$ cat config.mk
export PLATFORM = sky130hd
export DESIGN_NAME = led_stretcher_flat
export DESIGN_NICKNAME = d
export VERILOG_FILES = /design/src/rtl/led_stretcher_pkg.sv /design/src/rtl/led_stretcher_if.sv /design/src/rtl/led_stretcher_hold_timer.sv /design/src/rtl/led_stretcher.sv /design/src/flat_wrapper.sv
export SDC_FILE = /design/constraint.sdc
export NUM_CORES = 1
export LEC_CHECK = 0
export BUFFER_PORTS_ARGS = -buffer_cell sky130_fd_sc_hd__buf_2
export CAP_MARGIN = 5
export CORE_ASPECT_RATIO = 1.5
export CORE_MARGIN = 2
export CORE_UTILIZATION = 25
export DETAILED_ROUTE_END_ITERATION = 6
export SYNTH_ARGS = -nofsm -noshare
export SYNTH_HDL_FRONTEND = slang
export SYNTH_HIERARCHICAL = 1
export SYNTH_SLANG_ARGS = --single-unit
$ cat constraint.sdc
create_clock -name clk -period 2 [get_ports clk]
set_input_delay 0.2 -clock clk [delete_from_list [all_inputs] [get_ports clk]]
set_output_delay 0.2 -clock clk [all_outputs]
set_load 0.03 [all_outputs]
$ cat src/rtl/led_stretcher_pkg.sv
// -----------------------------------------------------------------------------
// led_pkg
// Shared types and helpers for the LED stretcher slice.
//   led_state_t : four-state indicator FSM encoding (2 bits)
//   max_u       : unsigned max, used to size the hold counter
// Optional feature macro used elsewhere in this slice: LED_PWM_EN.
// -----------------------------------------------------------------------------
`timescale 1ns/1ps
package led_pkg;

    typedef enum logic [1:0] {
        OFF      = 2'd0,
        ON_HOLD  = 2'd1,
        ON       = 2'd2,
        OFF_HOLD = 2'd3
    } led_state_t;

    function automatic int max_u(input int a, input int b);
        return (a > b) ? a : b;
    endfunction

endpackage

$ cat src/rtl/led_stretcher_if.sv
// -----------------------------------------------------------------------------
// led_stretcher_if
// Groups the event inputs and indicator outputs of led_stretcher.
//   set_pulse, clr_pulse : one-cycle on/off requests (event source -> stretcher)
//   led_level            : registered indicator level
//   led                  : pin drive (PWM-gated when LED_PWM_EN is defined)
//   busy                 : minimum-time hold in progress
//   duty                 : PWM duty, only present when LED_PWM_EN is defined
// Modports: master = event source / board side, slave = led_stretcher.
// -----------------------------------------------------------------------------
`timescale 1ns/1ps
interface led_stretcher_if #(
    parameter int PWM_BITS = 4
);
    logic set_pulse;
    logic clr_pulse;
    logic led_level;
    logic led;
    logic busy;
`ifdef LED_PWM_EN
    logic [PWM_BITS-1:0] duty;

    modport master (
        output set_pulse, clr_pulse, duty,
        input  led_level, led, busy
    );
    modport slave (
        input  set_pulse, clr_pulse, duty,
        output led_level, led, busy
    );
`else
    modport master (
        output set_pulse, clr_pulse,
        input  led_level, led, busy
    );
    modport slave (
        input  set_pulse, clr_pulse,
        output led_level, led, busy
    );
`endif
endinterface

$ cat src/rtl/led_stretcher_hold_timer.sv
// -----------------------------------------------------------------------------
// hold_timer
// Loadable down-counter for the minimum on/off hold.
//   clk      : system clock
//   rst      : asynchronous active-low reset (count -> 0)
//   load     : load load_val this cycle (takes priority over decrement)
//   load_val : value to load
//   done     : count is zero
// The count only decrements while nonzero, so it never wraps.
// -----------------------------------------------------------------------------
`timescale 1ns/1ps
module hold_timer #(
    parameter int W = 3
) (
    input  logic         clk,
    input  logic         rst,
    input  logic         load,
    input  logic [W-1:0] load_val,
    output logic         done
);

    logic [W-1:0] cnt_reg;
    logic [W-1:0] cnt_next;

    always_comb begin
        cnt_next = cnt_reg;
        if (load) begin
            cnt_next = load_val;
        end else if (cnt_reg != '0) begin
            cnt_next = cnt_reg - W'(1);
        end
    end

    always_ff @(posedge clk or negedge rst) begin
        if (!rst) begin
            cnt_reg <= '0;
        end else begin
            cnt_reg <= cnt_next;
        end
    end

    assign done = (cnt_reg == '0);

endmodule

$ cat src/rtl/led_stretcher.sv
// -----------------------------------------------------------------------------
// led_stretcher
// Turns one-cycle set/clear event pulses into a human-visible indicator level
// with guaranteed minimum on-time (MIN_ON) and off-time (MIN_OFF).
//   clk : system clock, posedge
//   rst : asynchronous active-low reset
//   bus : led_stretcher_if.slave (set_pulse, clr_pulse in; led_level, led,
//         busy out; duty in when LED_PWM_EN is defined)
// Optional macro LED_PWM_EN: adds PWM_BITS parameter, a free-running PWM
// counter and a registered PWM-gated led output. Without it led = led_level.
// A same-cycle set and clear is treated as a set.
// -----------------------------------------------------------------------------
`timescale 1ns/1ps
module led_stretcher
    import led_pkg::*;
#(
    parameter int MIN_ON   = 4,
    parameter int MIN_OFF  = 3
`ifdef LED_PWM_EN
    ,
    parameter int PWM_BITS = 4
`endif
) (
    input  logic            clk,
    input  logic            rst,
    led_stretcher_if.slave  bus
);

    localparam int CNT_W = $clog2(max_u(MIN_ON, MIN_OFF) + 1);
    localparam logic [CNT_W-1:0] ON_LOAD  = CNT_W'(MIN_ON - 1);
    localparam logic [CNT_W-1:0] OFF_LOAD = CNT_W'(MIN_OFF - 1);

    led_state_t       state_reg, state_next;
    logic             led_level_reg, led_level_next;
    logic             pend_set_reg, pend_set_next;
    logic             pend_clr_reg, pend_clr_next;
    logic             timer_load;
    logic [CNT_W-1:0] timer_load_val;
    logic             timer_done;

    logic set_in;
    logic clr_in;

    assign set_in = bus.set_pulse;
    assign clr_in = bus.clr_pulse;

    hold_timer #(
        .W (CNT_W)
    ) u_hold_timer (
        .clk      (clk),
        .rst      (rst),
        .load     (timer_load),
        .load_val (timer_load_val),
        .done     (timer_done)
    );

    always_comb begin
        state_next     = state_reg;
        led_level_next = led_level_reg;
        pend_set_next  = pend_set_reg;
        pend_clr_next  = pend_clr_reg;
        timer_load     = 1'b0;
        timer_load_val = '0;

        case (state_reg)
            OFF: begin
                if (set_in) begin
                    state_next     = ON_HOLD;
                    led_level_next = 1'b1;
                    timer_load     = 1'b1;
                    timer_load_val = ON_LOAD;
                end
            end

            ON_HOLD: begin
                // Last event wins; a simultaneous set overrides the clear.
                if (set_in) begin
                    pend_clr_next = 1'b0;
                end else if (clr_in) begin
                    pend_clr_next = 1'b1;
                end
                if (timer_done) begin
                    pend_clr_next = 1'b0;
                    if (!set_in && (pend_clr_reg || clr_in)) begin
                        state_next     = OFF_HOLD;
                        led_level_next = 1'b0;
                        timer_load     = 1'b1;
                        timer_load_val = OFF_LOAD;
                    end else begin
                        state_next = ON;
                    end
                end
            end

            ON: begin
                // No retrigger: set is ignored while steadily on.
                if (clr_in && !set_in) begin
                    state_next     = OFF_HOLD;
                    led_level_next = 1'b0;
                    timer_load     = 1'b1;
                    timer_load_val = OFF_LOAD;
                end
            end

            OFF_HOLD: begin
                if (set_in) begin
                    pend_set_next = 1'b1;
                end else if (clr_in) begin
                    pend_set_next = 1'b0;
                end
                if (timer_done) begin
                    pend_set_next = 1'b0;
                    if (set_in || (pend_set_reg && !clr_in)) begin
                        state_next     = ON_HOLD;
                        led_level_next = 1'b1;
                        timer_load     = 1'b1;
                        timer_load_val = ON_LOAD;
                    end else begin
                        state_next = OFF;
                    end
                end
            end

            default: begin
                state_next     = OFF;
                led_level_next = 1'b0;
                pend_set_next  = 1'b0;
                pend_clr_next  = 1'b0;
            end
        endcase
    end

    always_ff @(posedge clk or negedge rst) begin
        if (!rst) begin
            state_reg     <= OFF;
            led_level_reg <= 1'b0;
            pend_set_reg  <= 1'b0;
            pend_clr_reg  <= 1'b0;
        end else begin
            state_reg     <= state_next;
            led_level_reg <= led_level_next;
            pend_set_reg  <= pend_set_next;
            pend_clr_reg  <= pend_clr_next;
        end
    end

    assign bus.led_level = led_level_reg;
    assign bus.busy      = (state_reg == ON_HOLD) || (state_reg == OFF_HOLD);

`ifdef LED_PWM_EN
    logic [PWM_BITS-1:0] pwm_cnt_reg;
    logic                led_pwm_reg;

    // Gate is registered, so led lags the compare by one cycle.
    always_ff @(posedge clk or negedge rst) begin
        if (!rst) begin
            pwm_cnt_reg <= '0;
            led_pwm_reg <= 1'b0;
        end else begin
            pwm_cnt_reg <= pwm_cnt_reg + PWM_BITS'(1);
            led_pwm_reg <= led_level_reg & (pwm_cnt_reg < bus.duty);
        end
    end

    assign bus.led = led_pwm_reg;
`else
    assign bus.led = led_level_reg;
`endif

endmodule
$ cat src/flat_wrapper.sv
// flat-port wrapper written by rule: the top's interface ports become plain ports
module led_stretcher_flat import led_pkg::*;
#(
    parameter int MIN_ON   = 4,
    parameter int MIN_OFF  = 3

)
  (clk, rst, bus_set_pulse, bus_clr_pulse, bus_led_level, bus_led, bus_busy);
  led_stretcher_if bus_i ();
  input  logic clk;
  input  logic rst;
  input wire logic [$bits(bus_i.set_pulse)-1:0] bus_set_pulse;
  input wire logic [$bits(bus_i.clr_pulse)-1:0] bus_clr_pulse;
  output wire logic [$bits(bus_i.led_level)-1:0] bus_led_level;
  output wire logic [$bits(bus_i.led)-1:0] bus_led;
  output wire logic [$bits(bus_i.busy)-1:0] bus_busy;
  assign bus_i.set_pulse = bus_set_pulse;
  assign bus_i.clr_pulse = bus_clr_pulse;
  assign bus_led_level = bus_i.led_level;
  assign bus_led = bus_i.led;
  assign bus_busy = bus_i.busy;
  led_stretcher #(.MIN_ON(MIN_ON), .MIN_OFF(MIN_OFF)) u_core (.clk(clk), .rst(rst), .bus(bus_i));
endmodule
==> out/metrics.yaml <==
floorplan:
  pin_count: 7
  row_count: 22
  die_h_um: 64.8
  die_x_um: 44.5
  initial_core_util: 0.257
  coreArea_mm2: 0.00239
  dieArea_mm2: 0.00288
timing:
  hold_viol_final: 0
  max_freq_ghz: 0.548
  final.setup.tns_ns: 0
  fin_worst_skew_ns: 0.00366
  slew_viol_final: 0
  post-route-min-period_ns: 1.83
  period_share: 0.913
  setup_viol: 0
  timing.final.ws_setup_ns: 0.175
  rsz0062_at_grt: "yes"
routing:
  vias_per_cell: 5.15
  first_pass_iters: 4
  drt-initial-drc-count: 7
  wirelength_mm: 1.28
  vias: 541
  avgRoutedWirePerCell_um: 12.2
  drc: 0
  antenna_left: 0
logic_synthesis:
  syn_nets: 81
  synth_area_per_cell_um2: 8.79
  async_flop_share: 1.00
  seq_area_frac_synth: 0.325
  synth.distinct_cells: 31
  synth_edf_count: 0
  synth_cells: 70
  ys.flop_type: "dfrtp_1"
  synth_seq_cells: 8
  netlist_area_um2: 616
  yosysWarnings: 6
clock_tree:
  cts.sinks: 8
  h-tree-depth: 1
  postCtsSetupBuffers: 0
  clockBufferDepth: 2
  clkTransAtPathRegs_ns: 0.05
  cts_tree: "built"
  cts_buffers: 3
  clock-root-buffer: "clkbuf_4"
  clk_latency_ns: 0.25
place:
  place.gp.congestion: 0.776
  pre_cts_slack_ns: 0.0757
  io_buffers: 6
  placed_area_um2: 686
  dp.cells: 101
  dp_hpwl_mm: 1.10
grt:
  grt_use_met3: 0.0195
  gr-usage-met2: 0.196
  grtUsageMet1: 0.0911
  first_global_vias: 547
  overflow: 0
  grt-busiest-layer: "met2"
  antenna_found_initial: 0
  grt_max_degree: 10
  grt_pass1_wl_mm: 2.18
  grt_usage: 0.0999
worst_hold_path:
  whs_path_depth: 3
  holdCritPathClass: "in -> reg"
  hp-start: "bus_clr_pulse"
worst_setup_path:
  timing.critical_path.from: "u_core/state_reg[1]"
  crit_type: "reg -> reg"
  critPathMaxFanout: 7
  endpoint_kind: "flip-flop"
  r2r-start: "u_core/state_reg[1]"
  crit_arrival_ns: 1.96
  start_kind: "flip-flop"
  required_ns: 2.13
  r2r_cells: 8
cells_and_area:
  final_cell_mix: "inv_1, dfrtp_1, ha_1"
  multi_input_area_um2: 370
  nNetsFinal: 94
  drive_gt1_frac: 0.185
  largest_register_ffs: 3
  n_fill_cell: 256
  layoutNonFillerInstCount: 105
  area_growth_pct: 17.5
  register_area_um2: 200
  stdcell_area_um2: 723
  diodes: 0
power_and_ir_drop:
  power_density_mw_per_mm2: 1700
  p_leak_nw: 0.336
  p_total_w: 0.00123
  vdd_drop_max_v: 0.000452
outcome:
  status: "completed"
run:
  drv_cap: 0
-- where the power goes --
group | leakage [nW] | switching [W] | total [W] | internal (W)
registers | 0.0946 | 0.0000618 | 0.000316 | 0.000255
logic | 0.227 | 0.000449 | 0.000800 | 0.000351
clock network | 0.0138 | 0.0000473 | 0.000115 | 0.0000681
total | 0.336 | 0.000559 | 0.00123 | 0.000673
-- repair_timing --
action	in CTS	in global routing
endpoints found under the setup margin	0	5
endpoints found under the hold margin	8	0
gates resized for setup	0	2
hold buffers	1	0
-- worst max-delay path, stage by stage (launching register included) --
cell and delay [ns]:
dfrtp_1 0.39, inv_1 0.12, ha_1 0.19, nor3b_2 0.22
o221ai_1 0.13, a22oi_1 0.15, buf_4 0.17, inv_1 0.06
a311oi_1 0.29
-- cells by family after synthesis --
family	share of synthesized area
AOI/OAI and AO/OA	0.248
adders and majority gates	0.142
and+or+nand+nor	0.181
other	0.00609
buffers and inverters	0.0813
DFF	0.325
muxes	0.0163
-- layout make-up --
cell class	count	share of cell area
sequential	8	0.277
multi-input combinational	50	0.512
clock buffer	3	0.0311
inverter	10	0.0519
timing repair buffer	10	0.0865
tap	24	0.0415
-- stage by stage --
stage	util	hold WS (ns)
finish	0.302	0.312
global route	0.302	0.321
CTS	0.300	0.305
detailed placement	0.286	0.0519
global placement	0.286	0.0524
floorplan	-	-0.0956
-- cells in the mapped netlist, types with 2 or more instances --
cell,n,share of area
a21oi_1,3,0.024
a31oi_1,2,0.020
dfrtp_1,8,0.33
ha_1,7,0.14
inv_1,9,0.055
nand2_1,5,0.030
nand2b_1,2,0.020
nor2_1,2,0.012
nor2b_1,4,0.041
nor4b_1,2,0.028
o21a_1,2,0.024
o21ai_0,4,0.033
o21ai_1,2,0.016
-- path summary, 6_finish.rpt --
| path | end | slack, ns |
|---|---|---|
| min in group asynchronous | u_core/pend_clr_reg | 0.33 |
| min reg2reg | u_core/pend_set_reg | 0.51 |
| min | u_core/pend_clr_reg | 0.31 |
| max | u_core/u_hold_timer/cnt_reg[1] | 0.17 |
| max reg2reg | u_core/u_hold_timer/cnt_reg[1] | 0.17 |
| max in group asynchronous | u_core/pend_set_reg | 1.51 |
-- layer usage --
metal	vias to the layer above	share of wire
met2	15	0.58
met5	-	0
met4	0	0.012
met1	253	0.37
met3	2	0.034
li1	271	-
Power figures use the tool's default switching activity.
